==> src/rtl/puf_eval_ctrl_pkg.sv <==
// rtl/puf_eval_ctrl_pkg.sv - shared types, default timings and width helpers for the PUF evaluation controller
//
// Purpose: FSM state encoding, default parameter values and the vote-counter
//          width helper, shared by puf_eval_ctrl and puf_vote_acc.
// Ports:   none (package)

package puf_eval_ctrl_pkg;

    localparam int DEF_RSP_W      = 64;
    localparam int DEF_CHAL_W     = 64;
    localparam int DEF_SETTLE_CYC = 16;
    localparam int DEF_EVAL_CYC   = 32;
    localparam int DEF_N_VOTE     = 7;

    typedef enum logic [2:0] {
        ST_IDLE   = 3'd0,
        ST_ARM    = 3'd1,
        ST_EVAL   = 3'd2,
        ST_SAMPLE = 3'd3,
        ST_VOTE   = 3'd4
    } state_t;

    // Bits needed to hold a vote count of 0..n_vote inclusive.
    function automatic int cnt_w(input int n_vote);
        return (n_vote < 1) ? 1 : $clog2(n_vote + 1);
    endfunction

    function automatic int max2(input int a, input int b);
        return (a > b) ? a : b;
    endfunction

endpackage

==> src/rtl/puf_vote_acc.sv <==
// rtl/puf_vote_acc.sv - per-bit vote accumulator for the PUF majority voter
//
// Purpose: counts how many rounds a single PUF bit read as 1 and reports the
//          majority decision and whether the bit ever disagreed.
// Ports:
//   clk       in   1  system clock
//   rst_n     in   1  asynchronous active-low reset
//   clear     in   1  zero the count (start of a request)
//   inc       in   1  add one to the count (bit read 1 in this round)
//   maj       out  1  count is more than half of N_VOTE
//   unstable  out  1  count is neither 0 nor N_VOTE

module puf_vote_acc
    import puf_eval_ctrl_pkg::*;
#(
    parameter int N_VOTE = DEF_N_VOTE,
    parameter int CNT_W  = cnt_w(DEF_N_VOTE)
) (
    input  logic clk,
    input  logic rst_n,
    input  logic clear,
    input  logic inc,
    output logic maj,
    output logic unstable
);

    logic [CNT_W-1:0] cnt;

    // The round counter in the controller stops at N_VOTE, so cnt never wraps.
    always_ff @(posedge clk or negedge rst_n) begin
        if (!rst_n) begin
            cnt <= '0;
        end else if (clear) begin
            cnt <= '0;
        end else if (inc) begin
            cnt <= cnt + CNT_W'(1);
        end
    end

    assign maj      = (cnt > CNT_W'(N_VOTE / 2));
    assign unstable = (cnt != '0) && (cnt != CNT_W'(N_VOTE));

endmodule

==> src/rtl/puf_eval_ctrl.sv <==
// rtl/puf_eval_ctrl.sv - arbiter-PUF evaluation sequencer with majority voting
//
// Purpose: applies a challenge to the arbiter-PUF array, cycles the array reset
//          N_VOTE times, samples the synchronised response each round and
//          publishes a majority-voted response plus a per-bit instability mask.
// Ports:
//   clk            in   1       system clock
//   rst_n          in   1       asynchronous active-low reset
//   start          in   1       request evaluation (accepted only when idle)
//   challenge_in   in   CHAL_W  challenge, captured on the accepted start
//   puf_chal       out  CHAL_W  challenge driven to the array
//   puf_rst        out  1       array reset, high clears the arbiters
//   puf_rsp        in   RSP_W   raw array response, asynchronous to clk
//   busy           out  1       evaluation in progress
//   done           out  1       one-cycle pulse, result published
//   rsp_valid      out  1       rsp_out/unstable_mask valid until next accept
//   rsp_out        out  RSP_W   majority-voted response
//   unstable_mask  out  RSP_W   1 where a bit disagreed between rounds

module puf_eval_ctrl
    import puf_eval_ctrl_pkg::*;
#(
    parameter int RSP_W      = DEF_RSP_W,
    parameter int CHAL_W     = DEF_CHAL_W,
    parameter int SETTLE_CYC = DEF_SETTLE_CYC,
    parameter int EVAL_CYC   = DEF_EVAL_CYC,
    parameter int N_VOTE     = DEF_N_VOTE
) (
    input  logic              clk,
    input  logic              rst_n,
    input  logic              start,
    input  logic [CHAL_W-1:0] challenge_in,
    output logic [CHAL_W-1:0] puf_chal,
    output logic              puf_rst,
    input  logic [RSP_W-1:0]  puf_rsp,
    output logic              busy,
    output logic              done,
    output logic              rsp_valid,
    output logic [RSP_W-1:0]  rsp_out,
    output logic [RSP_W-1:0]  unstable_mask
);

    localparam int CNT_W = cnt_w(N_VOTE);
    localparam int TMR_W = $clog2(max2(SETTLE_CYC, EVAL_CYC) + 1);

    state_t             state, state_nxt;
    logic [TMR_W-1:0]   timer;
    logic [CNT_W-1:0]   round;
    logic [RSP_W-1:0]   rsp_meta, rsp_sync;
    logic [RSP_W-1:0]   maj_vec, unst_vec;
    logic               accept, acc_inc, publish;

    // Free-running two-flop synchroniser; the array output has no relation to clk.
    always_ff @(posedge clk or negedge rst_n) begin
        if (!rst_n) begin
            rsp_meta <= '0;
            rsp_sync <= '0;
        end else begin
            rsp_meta <= puf_rsp;
            rsp_sync <= rsp_meta;
        end
    end

    always_comb begin
        state_nxt = state;
        accept    = 1'b0;
        acc_inc   = 1'b0;
        publish   = 1'b0;
        case (state)
            ST_IDLE: begin
                if (start) begin
                    accept    = 1'b1;
                    state_nxt = ST_ARM;
                end
            end
            ST_ARM: begin
                if (timer == TMR_W'(SETTLE_CYC - 1)) begin
                    state_nxt = ST_EVAL;
                end
            end
            ST_EVAL: begin
                if (timer == TMR_W'(EVAL_CYC - 1)) begin
                    state_nxt = ST_SAMPLE;
                end
            end
            ST_SAMPLE: begin
                acc_inc   = 1'b1;
                state_nxt = (round == CNT_W'(N_VOTE - 1)) ? ST_VOTE : ST_ARM;
            end
            ST_VOTE: begin
                publish   = 1'b1;
                state_nxt = ST_IDLE;
            end
            default: begin
                state_nxt = ST_IDLE;
            end
        endcase
    end

    always_ff @(posedge clk or negedge rst_n) begin
        if (!rst_n) begin
            state         <= ST_IDLE;
            timer         <= '0;
            round         <= '0;
            puf_chal      <= '0;
            puf_rst       <= 1'b1;
            done          <= 1'b0;
            rsp_valid     <= 1'b0;
            rsp_out       <= '0;
            unstable_mask <= '0;
        end else begin
            state <= state_nxt;
            // Timer restarts on every state change, including SAMPLE -> ARM.
            if ((state_nxt != state) || (state == ST_IDLE)) begin
                timer <= '0;
            end else begin
                timer <= timer + TMR_W'(1);
            end
            // Registered from next state so the array reset never glitches.
            puf_rst <= (state_nxt != ST_EVAL);
            done    <= publish;
            if (accept) begin
                puf_chal  <= challenge_in;
                round     <= '0;
                rsp_valid <= 1'b0;
            end else if (acc_inc) begin
                round <= round + CNT_W'(1);
            end
            if (publish) begin
                rsp_out       <= maj_vec;
                unstable_mask <= unst_vec;
                rsp_valid     <= 1'b1;
            end
        end
    end

    assign busy = (state != ST_IDLE);

    for (genvar i = 0; i < RSP_W; i++) begin : g_acc
        puf_vote_acc #(
            .N_VOTE (N_VOTE),
            .CNT_W  (CNT_W)
        ) u_acc (
            .clk      (clk),
            .rst_n    (rst_n),
            .clear    (accept),
            .inc      (acc_inc & rsp_sync[i]),
            .maj      (maj_vec[i]),
            .unstable (unst_vec[i])
        );
    end

endmodule

==> config.mk <==
export PLATFORM = sky130hd
export DESIGN_NAME = puf_eval_ctrl
export DESIGN_NICKNAME = d
export VERILOG_FILES = /design/src/rtl/puf_eval_ctrl_pkg.sv /design/src/rtl/puf_vote_acc.sv /design/src/rtl/puf_eval_ctrl.sv
export SDC_FILE = /design/constraint.sdc
export NUM_CORES = 1
export LEC_CHECK = 0
export CORE_UTILIZATION = 60
export DETAILED_ROUTE_END_ITERATION = 12
export DONT_BUFFER_PORTS = 1
export PLACE_DENSITY = 0.87
export RECOVER_POWER = 50
export SYNTH_ARGS = -nofsm -noshare
export SYNTH_HDL_FRONTEND = slang
export SYNTH_SLANG_ARGS = --single-unit
==> constraint.sdc <==
create_clock -name clk -period 3.04 [get_ports clk]
set_clock_uncertainty 0.05 [all_clocks]
set_input_delay 0.912 -clock clk [delete_from_list [all_inputs] [get_ports clk]]
set_output_delay 0.912 -clock clk [all_outputs]
set_load 0.03 [all_outputs]
==> results.md <==
* Status: complete, no violations
* Post-DR wirelength/cell at 19.7 um
* Synthesis-stage register bit count at 527
* Final wirelength at 51.1 mm
* Final Util at 67.2%
* Vias in the first global route at 15700
* Final Hold Vio Count at 0
* Stages on worst setup path at 1
* Cell family with most CP delay: flip-flops
* Die Span Y at 199 um
* First-pass GRT wire length at 79.8 mm
* Setup bufs post-CTS at 0
* Fill count at 2638
* Crit Path Category: register to output port
* Initial drt markers at 952
* DRC viols at 0
* Critical R2R Launch: state[1]
* Ys flop type: dfrtp_1
* Post-route setup TNS at 0 ns
* Unrepaired setup endpoints after global routing: false
* Worst stage delay on the critical path at 0.62 ns
* Worst vdd ir at 0.000519 V
* Area leader, netlist: dfrtp_1
* Initial Util at 61.4%
* Crit start category: register
* Most frequent cells after synthesis: dfrtp_1, nand2_1, inv_1
* Inserted Clock Buffers at 54
* Worst Max-Slew Pin Slew at 1.33 ns
* Pre-antenna DRT Iters at 5
* Mapped cell area at 23300 sq um
* DR vias at 15400
* Critical path fanouts, max at 21
* Number of flops mapped to enable cells by yosys at 0
* Synth cell types at 41
* Leak pwr at 12.7 nW
* Initial antenna violation count at 8
* # rows at 71
* Clock Latency Late Sink at 0.59 ns
* Total gr overflow at 0
* Worst rel slew slack at 11.7%
* HPWL Detailed at 31.6 mm
* Post-CTS sizing at 0
* Synth warn at 0
* Worst Hold Class: input port to async pin
* Slowest CP cell: dfrtp_4
* Clk buf depth at 3
* Arrival @ worst endpoint at 1.79 ns
* Placer Congestion at 0.913
* RR Endpoint: g_acc[46].u_acc.cnt[2]
* Synth area leaders: dfrtp_1, ha_1, nand2_1
* CTS tree: done
* Gate count of the mapped netlist at 2062
* Synthesis-to-finish area growth at 9.47%
* Final #Nets at 2362
* Post-synth ARST share at 100%
* Critical path endpoint category: output port
* Reg2reg path depth at 4
* Die ar. at 39600 sq um
* Clock Sinks at 527
* Global Route Usage Sum at 25.9%
* Crit share post-route at 90.5%
* Maxcap violations at 0
* Mean Syn Cell Area at 11.3 sq um
* Final Setup Violations at 0
* Die width at 199 um
* Post-synthesis sequential area ratio at 56.6%
* Via-to-Cell Ratio at 5.92
* Critical Path RT at 2.08 ns
* CTS Root Cell: clkbuf_16
* Port-buffer cells at 0
* CTS clock-pin slew for the worst setup and hold paths at 0.07 ns
* Syn nets at 2388
* Max-slew violations at 0
* Yosys top cell area share at 56.5%
* Final min period at 2.75 ns
* Reg2Reg Setup Slack at 0.69 ns
* Remaining antenna violation count at 0
* Fmax at 0.363 GHz
* Core area at 37900 sq um
* Pwr Density at 608 nW/um^2
* Crit path buffers/inverters at 0
* H-tree Lvls at 2
* Critical-path cell list: or3_1
* Most common cell in the netlist: dfrtp_1
* Largest net degree at the start of global routing at 528
* Share of post-route cells with drive strength above 1 at 10.4%
* IO Count at 327
-- sequential cells by signal, summed over array words and instances, names as in the netlist --
name / cells
puf_chal: 64
state: 3
timer: 6
rsp_sync: 64
rsp_valid: 1
round: 3
rsp_out: 64
rsp_meta: 64
puf_rst: 1
g_acc.u_acc.cnt: 192
done: 1
unstable_mask: 64
-- logic make-up after synthesis --
kind of cell               share of synthesized area [%]
muxes                                               3.19
AOI/OAI and AO/OA                                   12.5
xor gates and xnor gates                           0.226
and+or+nand+nor                                     11.0
DFF                                                 56.6
adders and majority gates                           10.5
buffers and inverters                               5.99
-- power breakdown --
part | internal (W) | switching (W) | total (W)
clock | 0.00443 | 0.00273 | 0.00716
sequential | 0.00729 | 0.000357 | 0.00765
combinational | 0.000336 | 0.000370 | 0.000705
-- area by class of cell --
class / count / area (sq um) / share of cell area [%]
flip-flops and latches: 527 / 13200 / 51.8
diodes: 7 / 17.5 / 0.0687
multi-input cells: 1240 / 8730 / 34.2
inverters: 196 / 736 / 2.89
clock inverters: 25 / 370 / 1.45
clock buffers: 75 / 1590 / 6.24
repair buffers: 17 / 218 / 0.854
well taps: 511 / 639 / 2.51
-- cell usage in the layout, fill, tap and decap left out, types with 55 or more instances in the layout --
cell / synthesis / final
mux2_2: 65 / 65
inv_1: 196 / 196
clkbuf_16: 0 / 55
dfrtp_1: 526 / 523
ha_1: 195 / 195
a21oi_1: 131 / 131
nand4b_1: 67 / 67
nand2_1: 347 / 347
nand3_1: 92 / 92
o21ai_0: 62 / 62
o21ai_1: 67 / 67
-- how the worst max path moves through the flow --
| stage | from | endpoint | slack [ns] |
|---|---|---|---|
| 2_1_floorplan | state[0] | busy | 0.62 |
| 3_3_place_gp | start | rsp_valid | 0.69 |
| 3_5_place_dp | start | g_acc[52].u_acc.cnt[0] | 0.67 |
| 4_1_cts | state[0] | busy | 0.26 |
| 5_1_grt | state[0] | busy | 0.25 |
| 6_report | state[0] | busy | 0.29 |
-- layer usage --
metal  vias up  share of wire [%]  GRT usage, %
li1       7073                  -             -
met1      7633                 39          31.0
met2       542                 49          43.5
met3       133                7.2          5.76
met4         0                4.4          13.9
met5         -                  0             0
-- stage by stage --
step	instance area, sq um	std cells	total power (W)	setup WS (ns)	hold WS, ns
after floorplan	23300	2062	0.00823	0.621	0.281
after global placement	23500	2488	0.00836	0.691	0.283
after detailed placement	23500	2488	0.00844	0.675	0.285
after CTS	25500	2588	0.0156	0.264	-0.0504
after global routing	25500	2598	0.0161	0.255	-0.00304
final	25500	2598	0.0155	0.288	0.0399
No activity file was read; power rests on OpenSTA's default activity.
